`config.mk`:
```
export PLATFORM = sky130hd
export DESIGN_NAME = id_ex_stage
export DESIGN_NICKNAME = d
export VERILOG_FILES = /design/src/rtl/id_ex_stage.sv
export SDC_FILE = /design/constraint.sdc
export NUM_CORES = 1
export LEC_CHECK = 0
export ABC_CLOCK_PERIOD_IN_PS = 2400
export CAP_MARGIN = 20
export CORE_AREA = 2 2 120 122
export DETAILED_ROUTE_END_ITERATION = 10
export DIE_AREA = 0 0 122 124
export GPL_TIMING_DRIVEN = 0
export PLACE_DENSITY = 0.79
export SLEW_MARGIN = 20
export SYNTH_ARGS = -nofsm -noshare
export SYNTH_HDL_FRONTEND = slang
export SYNTH_SLANG_ARGS = --single-unit
```
`constraint.sdc`:
```
create_clock -name clk -period 2.4 [get_ports clk]
set_clock_uncertainty 0.15 [all_clocks]
set_input_delay 0.48 -clock clk [delete_from_list [all_inputs] [get_ports clk]]
set_output_delay 0.48 -clock clk [all_outputs]
set_load 0.005 [all_outputs]
```
`src/rtl/id_ex_stage.sv`:
```
// ID/EX pipeline register with EX operand forwarding and ID hazard stall.
// Optional feature macro: ID_EX_FORWARD_EN (defined = EX/MEM and MEM/WB forwarding, load-use stall only).
module id_ex_stage #(
    parameter int W = 32
) (
    input  logic         clk,
    input  logic         rst,
    input  logic         id_valid,
    input  logic [W-1:0] id_rs_val,
    input  logic [W-1:0] id_rt_val,
    input  logic [W-1:0] id_imm,
    input  logic [4:0]   id_rs,
    input  logic [4:0]   id_rt,
    input  logic [4:0]   id_rd,
    input  logic         id_use_rs,
    input  logic         id_use_rt,
    input  logic         id_use_imm,
    input  logic [1:0]   id_alu_op,
    input  logic         id_is_sign,
    input  logic         id_reg_write,
    input  logic         id_mem_read,
    input  logic         id_mem_write,
    input  logic         flush,
    input  logic         hold,
    input  logic         exm_reg_write,
    input  logic [4:0]   exm_rd,
    input  logic [W-1:0] exm_result,
    input  logic         wb_reg_write,
    input  logic [4:0]   wb_rd,
    input  logic [W-1:0] wb_result,
    output logic         id_stall,
    output logic [W-1:0] alu_a,
    output logic [W-1:0] alu_b,
    output logic [1:0]   alu_op,
    output logic         alu_is_sign,
    output logic         ex_valid,
    output logic [4:0]   ex_rd,
    output logic         ex_reg_write,
    output logic         ex_mem_read,
    output logic         ex_mem_write,
    output logic [W-1:0] ex_store_val
);

    typedef struct packed {
        logic         valid;
        logic [4:0]   rs;
        logic [4:0]   rt;
        logic [4:0]   rd;
        logic [W-1:0] rs_val;
        logic [W-1:0] rt_val;
        logic [W-1:0] imm;
        logic         use_imm;
        logic [1:0]   op;
        logic         is_sign;
        logic         reg_write;
        logic         mem_read;
        logic         mem_write;
    } ex_state_t;

    ex_state_t    ex_q;
    ex_state_t    ex_d;
    logic         hazard;
    logic [W-1:0] rs_op;
    logic [W-1:0] rt_op;

    // A used, nonzero ID source that names the given destination register.
    function automatic logic src_hit(input logic use_src, input logic [4:0] src,
                                     input logic [4:0] dst);
        return use_src && (src == dst) && (src != 5'd0);
    endfunction

    // NOTE: every path assigns ex_d because it starts from a default; no latch is inferred.
    always_comb begin : next_state
        ex_d = ex_q;
        if (flush) begin
            ex_d = '0;
        end else if (hold) begin
            ex_d = ex_q;
        end else if (id_stall) begin
            ex_d = '0;
        end else begin
            ex_d.valid     = id_valid;
            ex_d.rs        = id_rs;
            ex_d.rt        = id_rt;
            ex_d.rd        = id_rd;
            ex_d.rs_val    = id_rs_val;
            ex_d.rt_val    = id_rt_val;
            ex_d.imm       = id_imm;
            ex_d.use_imm   = id_use_imm;
            ex_d.op        = id_alu_op;
            ex_d.is_sign   = id_is_sign;
            ex_d.reg_write = id_reg_write;
            ex_d.mem_read  = id_mem_read;
            ex_d.mem_write = id_mem_write;
        end
    end

    // NOTE: sequential state uses non-blocking assignments only.
    always_ff @(posedge clk or negedge rst) begin
        if (!rst) begin
            ex_q <= '0;
        end else begin
            ex_q <= ex_d;
        end
    end

`ifdef ID_EX_FORWARD_EN
    function automatic logic [W-1:0] fwd(input logic [4:0] r, input logic [W-1:0] latched,
                                         input logic exm_we, input logic [4:0] exm_dst,
                                         input logic [W-1:0] exm_val, input logic wb_we,
                                         input logic [4:0] wb_dst, input logic [W-1:0] wb_val);
        if (exm_we && exm_dst == r && r != 5'd0) return exm_val;
        if (wb_we && wb_dst == r && r != 5'd0) return wb_val;
        return latched;
    endfunction

    assign rs_op = fwd(ex_q.rs, ex_q.rs_val, exm_reg_write, exm_rd, exm_result,
                       wb_reg_write, wb_rd, wb_result);
    assign rt_op = fwd(ex_q.rt, ex_q.rt_val, exm_reg_write, exm_rd, exm_result,
                       wb_reg_write, wb_rd, wb_result);

    // Only a load in EX cannot be covered by forwarding.
    assign hazard = ex_q.valid && ex_q.mem_read &&
                    (src_hit(id_use_rs, id_rs, ex_q.rd) || src_hit(id_use_rt, id_rt, ex_q.rd));
`else
    logic unused_nofwd;
    assign unused_nofwd = ^{ex_q.rs, ex_q.rt, exm_result, wb_reg_write, wb_rd, wb_result};

    assign rs_op = ex_q.rs_val;
    assign rt_op = ex_q.rt_val;

    // MEM/WB needs no check: the register file returns the value being written.
    assign hazard = (ex_q.valid && ex_q.reg_write &&
                     (src_hit(id_use_rs, id_rs, ex_q.rd) || src_hit(id_use_rt, id_rt, ex_q.rd))) ||
                    (exm_reg_write &&
                     (src_hit(id_use_rs, id_rs, exm_rd) || src_hit(id_use_rt, id_rt, exm_rd)));
`endif

    assign id_stall     = id_valid && (hold || hazard);
    assign alu_a        = rs_op;
    assign alu_b        = ex_q.use_imm ? ex_q.imm : rt_op;
    assign ex_store_val = rt_op;
    assign alu_op       = ex_q.op;
    assign alu_is_sign  = ex_q.is_sign;
    assign ex_valid     = ex_q.valid;
    assign ex_rd        = ex_q.rd;
    assign ex_reg_write = ex_q.reg_write;
    assign ex_mem_read  = ex_q.mem_read;
    assign ex_mem_write = ex_q.mem_write;

endmodule
```
# Word-level counts from Yosys, hierarchy flattened
# Cells that the tools add are included.
totals:
  register_bits: 109
  latchBits: 0
  mem_bits_rw: 0
  rom_bits: 0
  out_inout_bits: 109
  memories: 0
classes:
  n_addsub: 0
  mul: 0
  n_div: 0
  n_lt_le_gt_ge: 0
  n_eq_ne: 5
  shifts: 0
  n_mux: 4
  bitwise_logic: 0
  reduce_logical: 18
op_table:
  columns: ["operator", "n"]
  rows:
  - ["two-way mux 119 bit", 3]
  - ["two-way mux 32 bit", 1]
  - ["== test 5 bit", 4]
  - ["logical AND 1 bit", 12]
  - ["nonzero test 5 bit", 2]
  - ["logical OR 1 bit", 4]
  - ["!= test 2 bit (second input constant)", 1]

# Logic depth before layout (Yosys ltp)
# Gate-level depths: netlist of the first run.
logic_depth:
  depth_word: 11
  depth_mapped: 8
  mapped_depth_nobuf: 6

# Worst setup path after synthesis of the first run
# Ideal clock, no wire load.
synth_timing:
  path_type: "in2reg"
  from: "input port id_rt[0]"
  to: "register ex_q, in the netlist alu_a[0]"
  setup_time_ps: 65
  arrival_time_ps: 2094
  path_slack_ps: 90
  stages: 7
  n_path_buf: 2
  path_cell_list: "or4_1 > o21ai_1 > o22ai_1 > a211oi_2 > buf_4 > buf_4 > a22o_1"
synth_between:
  elab_chain_len: 11
  elab_cells_between_ends: 17
synth_lines:
  columns: ["element", "line_no", "source"]
  rows:
  - ["start: declaration", "13", "input logic [4:0] id_rt,"]
  - ["== test 5 bit", "69", "return use_src && (src == dst) && (src != 5'd0);"]
  - ["logical AND 1 bit (2 in a row)", "69", null]
  - ["logical OR 1 bit, on equally long branches", "134, 136", null]
  - ["logical AND 1 bit, on equally long branches", "133, 135", null]
  - ["logical OR 1 bit (*)", "134", "(src_hit(id_use_rs, id_rs, ex_q.rd) || src_hit(id_use_rt, id_rt, ex_q.rd))) ||"]
  - ["logical OR 1 bit (*)", "139", "assign id_stall = id_valid && (hold || hazard);"]
  - ["logical AND 1 bit (*)", "139", null]
  - ["two-way mux 119 bit (*)", "79", "end else if (id_stall) begin"]
  - ["two-way mux 119 bit (*)", "77", "end else if (hold) begin"]
  - ["two-way mux 119 bit (*)", "75", "if (flush) begin"]
  - ["end signal: assignment", "101", "ex_q <= '0;"]
  - ["end signal: assignment", "103", "ex_q <= ex_d;"]
  - ["end: declaration", "60", "ex_state_t ex_q;"]
# Mark *: on every way between the ends. The rest lies on a longest branch, timed or not. The select of a mux whose other input is x is not followed.
# A chain may end at the register's enable or synchronous reset.

# Final worst setup path of the first run
layout_timing:
  from: "input port exm_rd[2]"
  to: "output port id_stall"
layout_between:
  elab_chain_len: 8
  elab_cells_between_ends: 11
layout_lines:
  columns: ["element", "line_no", "source"]
  rows:
  - ["start: declaration", "26", "input logic [4:0] exm_rd,"]
  - ["== test 5 bit", "69", null]
  - ["logical AND 1 bit (2 in a row)", "69", null]
  - ["logical OR 1 bit (*)", "136", "(src_hit(id_use_rs, id_rs, exm_rd) || src_hit(id_use_rt, id_rt, exm_rd)));"]
  - ["logical AND 1 bit (*)", "135", "(exm_reg_write &&"]
  - ["logical OR 1 bit (*)", "134", null]
  - ["logical OR 1 bit (*)", "139", null]
  - ["logical AND 1 bit (*)", "139", null]
  - ["end: declaration", "31", "output logic id_stall,"]
# Mark *: on every way between the ends. The rest lies on a longest branch, timed or not.

==> results.txt, run 1 <==
----------------------------------------------------
[Status]
  Run status ... finished with violations
  Violated checks ... negative setup slack

[Clock network]
  H-tree depth reported by CTS ... 3
  CTS tree ... built
  Max Root-Sink Buffers ... 2
  CTS clk-pin slew, worst paths ... around 0.07 ns
  Number of sinks on the clock net ... 109
  Number of clock buffers inserted by TritonCTS ... 9
  CTS Root Cell ... sky130_fd_sc_hd__clkbuf_16
  Clock insertion delay at the later pin of the skew report ... 0.34 ns

[Synth]
  Number of distinct library cells after synthesis ... 20
  Cells taking the most area after synthesis ... sky130_fd_sc_hd__dfrtp_1 (55%), sky130_fd_sc_hd__a22o_1 (19%), sky130_fd_sc_hd__buf_4 (11%)
  Sequential area share after synthesis ... approximately 55%
  Yosys top cell by area ... sky130_fd_sc_hd__dfrtp_1
  Post-Synthesis Cell Area ... 4990 sq um
  Cell count after synthesis ... 387
  Nets in the synthesized netlist ... 588
  Mean instance size in the synthesized netlist ... around 13 sq um
  Fraction of synthesized cell area taken by the top area cell type ... 54.6%
  FF+latch count, synth ... 109
  YS warnings ... 0

[Placed design]
  Number of port buffers ... ~240
  Final GP Congestion ... ~0.85
  Setup slack at placement ... -1.17 ns
  HPWL after detailed placement ... roughly 11 mm

[Final layout]
  Top library cells by usage in the layout, fill and taps aside ... sky130_fd_sc_hd__clkdlybuf4s50_1 (196), sky130_fd_sc_hd__a22o_1 (108), sky130_fd_sc_hd__dfrtp_1 (107), sky130_fd_sc_hd__buf_4 (80), sky130_fd_sc_hd__mux2_2 (32)
  Sequential cell area ... roughly 2700 sq um
  Count of inserted antenna diode cells ... 0
  Area occupied by multi-input gates ... around 1700 sq um
  Proportion of layout cells with a drive suffix above 1 ... a little over a quarter
  Final core occ ... 60.6%
  P&R area growth vs syn ... 66.5%
  Number of nets at the end of the flow ... ~850
  Count of filler cells inserted in the layout ... about 1.1k
  Most frequent standard cell in the layout excluding fill and tap cells ... sky130_fd_sc_hd__clkdlybuf4s50_1

[Die]
  Number of rows created at floorplan ... between 40 and 50
  Number of ports placed on the die boundary ... just over 300
  Total die area ... about 15000 sq um
  Vertical die dimension ... approximately 120 um
  Core box area ... 13700 sq um
  Die X ... around 120 um
  Starting density of the core ... a little over a third

[Power and ir drop]
  Reg power frac ... a little over two fifths
  Internal power ... about 3600 uW
  Clock share of power ... around 36%
  Switching pwr ... approximately 1000 uW
  Switching Fraction ... 22.6%
  Power Density ... between 500 and 600 nW/um^2
  Leakage dissipation ... 0.00415 uW
  Peak supply drop ... 271 uV
  Combinational share of power ... around 20%

[Drt]
  Number of remaining DRC errors ... 0
  Final Routed Wirelength ... 15.3 mm
  Routed length per placed instance ... roughly 18 um
  Initial DRT Pass Iterations ... 4
  Count of nets left with antenna violations after detail routing ... 0
  DRC marker count from the first detailed-route iteration ... approximately 190
  Count of vias placed by the detailed router ... 4095
  DR vias/cell ... approximately 5

[Global routing]
  Largest net degree at the start of global routing ... approximately 70
  Initial antenna violation count ... 0
  Total gr overflow ... 0
  Number of global-route vias before repair ... 4267
  First-pass GRT wire length ... ~23 mm
  GRT Resource Usage Total ... about a fifth

[Critical path]
  Setup Crit Path Kind ... in -> out
  Data arrival time of the critical path ... approximately 1.8 ns
  Worst Setup Start Kind ... input pin
  Kind of capture point of the worst setup path ... output port
  Required time of the critical path ... roughly 1.8 ns
  Worst Path Max Fanout ... 2

[Timing]
  Setup slack of the critical path after layout ... -0.0620 ns
  Setup-failing EPs final ... 1
  Transition time at the pin with the least slew margin ... 0.507 ns
  Final critical-path share of the clock period ... 103%
  Fmax ... ~0.4 GHz
  Hold violation total from the final report ... 0
  Max-slew violation total from the final report ... 0
  Worst slew slack as a fraction of its limit ... 66.2%
  Final critical-path required period ... roughly 2.5 ns
  Setup TNS Final ... -0.0620 ns
  Unrepaired setup endpoints after global routing ... yes

[Flow run]
  # Max-Cap Violations ... 0

[Hold path]
  Path category of the worst min-delay check ... reg -> reg

----------------------------------------------------
==> synth_stat cells <==
library cell,count
sky130_fd_sc_hd__mux2_2,32
sky130_fd_sc_hd__or3b_2,1
sky130_fd_sc_hd__o21a_1,1
sky130_fd_sc_hd__dfrtp_1,109
sky130_fd_sc_hd__or4_1,2
sky130_fd_sc_hd__nor2_1,2
sky130_fd_sc_hd__a32oi_1,2
sky130_fd_sc_hd__nand2_1,2
sky130_fd_sc_hd__nor4_1,4
sky130_fd_sc_hd__o21ai_1,2
sky130_fd_sc_hd__nor2b_1,1
sky130_fd_sc_hd__xor2_1,18
sky130_fd_sc_hd__o22ai_1,1
sky130_fd_sc_hd__xnor2_1,2
sky130_fd_sc_hd__buf_2,8
sky130_fd_sc_hd__a211oi_2,1
sky130_fd_sc_hd__clkbuf_1,16
sky130_fd_sc_hd__buf_4,74
sky130_fd_sc_hd__a21oi_1,1
sky130_fd_sc_hd__a22o_1,108
==> cells by family (layout without fill, tap and decap cells) <==
family / after synthesis / after routing / share of synthesized area [%]
AOI/OAI and AO/OA: 116 / 116 / 20.1
DFF: 109 / 109 / 54.6
buffers and inverters: 98 / 366 / 13.1
muxes: 32 / 32 / 7.22
xor gates and xnor gates: 20 / 20 / 3.51
and+or+nand+nor: 12 / 12 / 1.40
==> sequential cells by signal, indices dropped and copies added (netlist names), 2 cells and up <==
register,flops
ex_q,33
alu_a,32
ex_store_val,32
ex_rd,5
alu_op,2
==> what timing repair did <==
item	in CTS	in global routing
hold buffers	1	0
setup buffers	9	4
hold endpoints to repair	41	0
resized for setup	62	67
setup endpoints to repair	139	126
cloned	0	1
pin swaps	9	11
==> power groups by stage <==
stage	registers (uW)	clock network, uW	logic, uW
finish	2020	1660	945
global placement	2050	0	877
CTS	2020	1700	924
floorplan	2030	0	341
detailed placement	2050	0	901
global route	2030	1770	1010
==> area by class of cell <==
| class | instances | area share [%] |
|---|---|---|
| Tap cell | 180 | 2.71 |
| Multi-Input combinational cell | 180 | 20.0 |
| Clock buffer | 11 | 2.80 |
| Timing Repair Buffer | 255 | 31.3 |
| Buffer | 96 | 9.15 |
| Clock inverter | 4 | 1.17 |
| Sequential cell | 109 | 32.8 |
==> layer usage <==
metal / track usage [%] / vias up / routed length (um)
li1: - / 1887 / -
met1: 24.9 / 2003 / 6220
met2: 33.7 / 173 / 7650
met3: 4.85 / 32 / 1090
met4: 6.97 / 0 / 350
met5: 0 / - / 0
==> worst max-delay path, stage by stage <==
cell	delay [ns]
sky130_fd_sc_hd__clkdlybuf4s15_1	0.24
sky130_fd_sc_hd__xor2_1	0.19
sky130_fd_sc_hd__nor4_2	0.32
sky130_fd_sc_hd__a32oi_1	0.18
sky130_fd_sc_hd__o22ai_2	0.17
sky130_fd_sc_hd__o21a_1	0.14
sky130_fd_sc_hd__buf_2	0.12
==> per-stage QoR <==
| stage | std cells | hold WS, ns | total power, uW | area, sq um |
|---|---|---|---|---|
| floorplan | 387 | 0.0344 | 2370 | 4990 |
| global placement | 806 | 0.332 | 2930 | 7610 |
| detailed placement | 807 | 0.268 | 2950 | 7640 |
| CTS | 830 | 0.355 | 4650 | 8110 |
| global route | 835 | 0.377 | 4820 | 8320 |
| finish | 835 | 0.355 | 4630 | 8320 |
==> final timing paths <==
kind,from,endpoint,slack [ns],cells after the start
worst max register to register,ex_rd[0],alu_a[31],0.08,10
worst min register to register,ex_q[34],ex_q[34],0.36,1
worst min-delay path,ex_q[34],ex_q[34],0.36,1
max in group asynchronous,rst,ex_q[6],0.97,3
worst max-delay path,exm_rd[2],id_stall,-0.06,7
min in group asynchronous,rst,alu_a[17],0.46,2
No activity file was read; power rests on OpenSTA's default activity.
==> inputs of run 2 (changes only) <==
Settings changed: HOLD_SLACK_MARGIN set to 0.12.
==> results of run 2 <==
The final DEF is identical to that of run 1; final timing and power are the same.
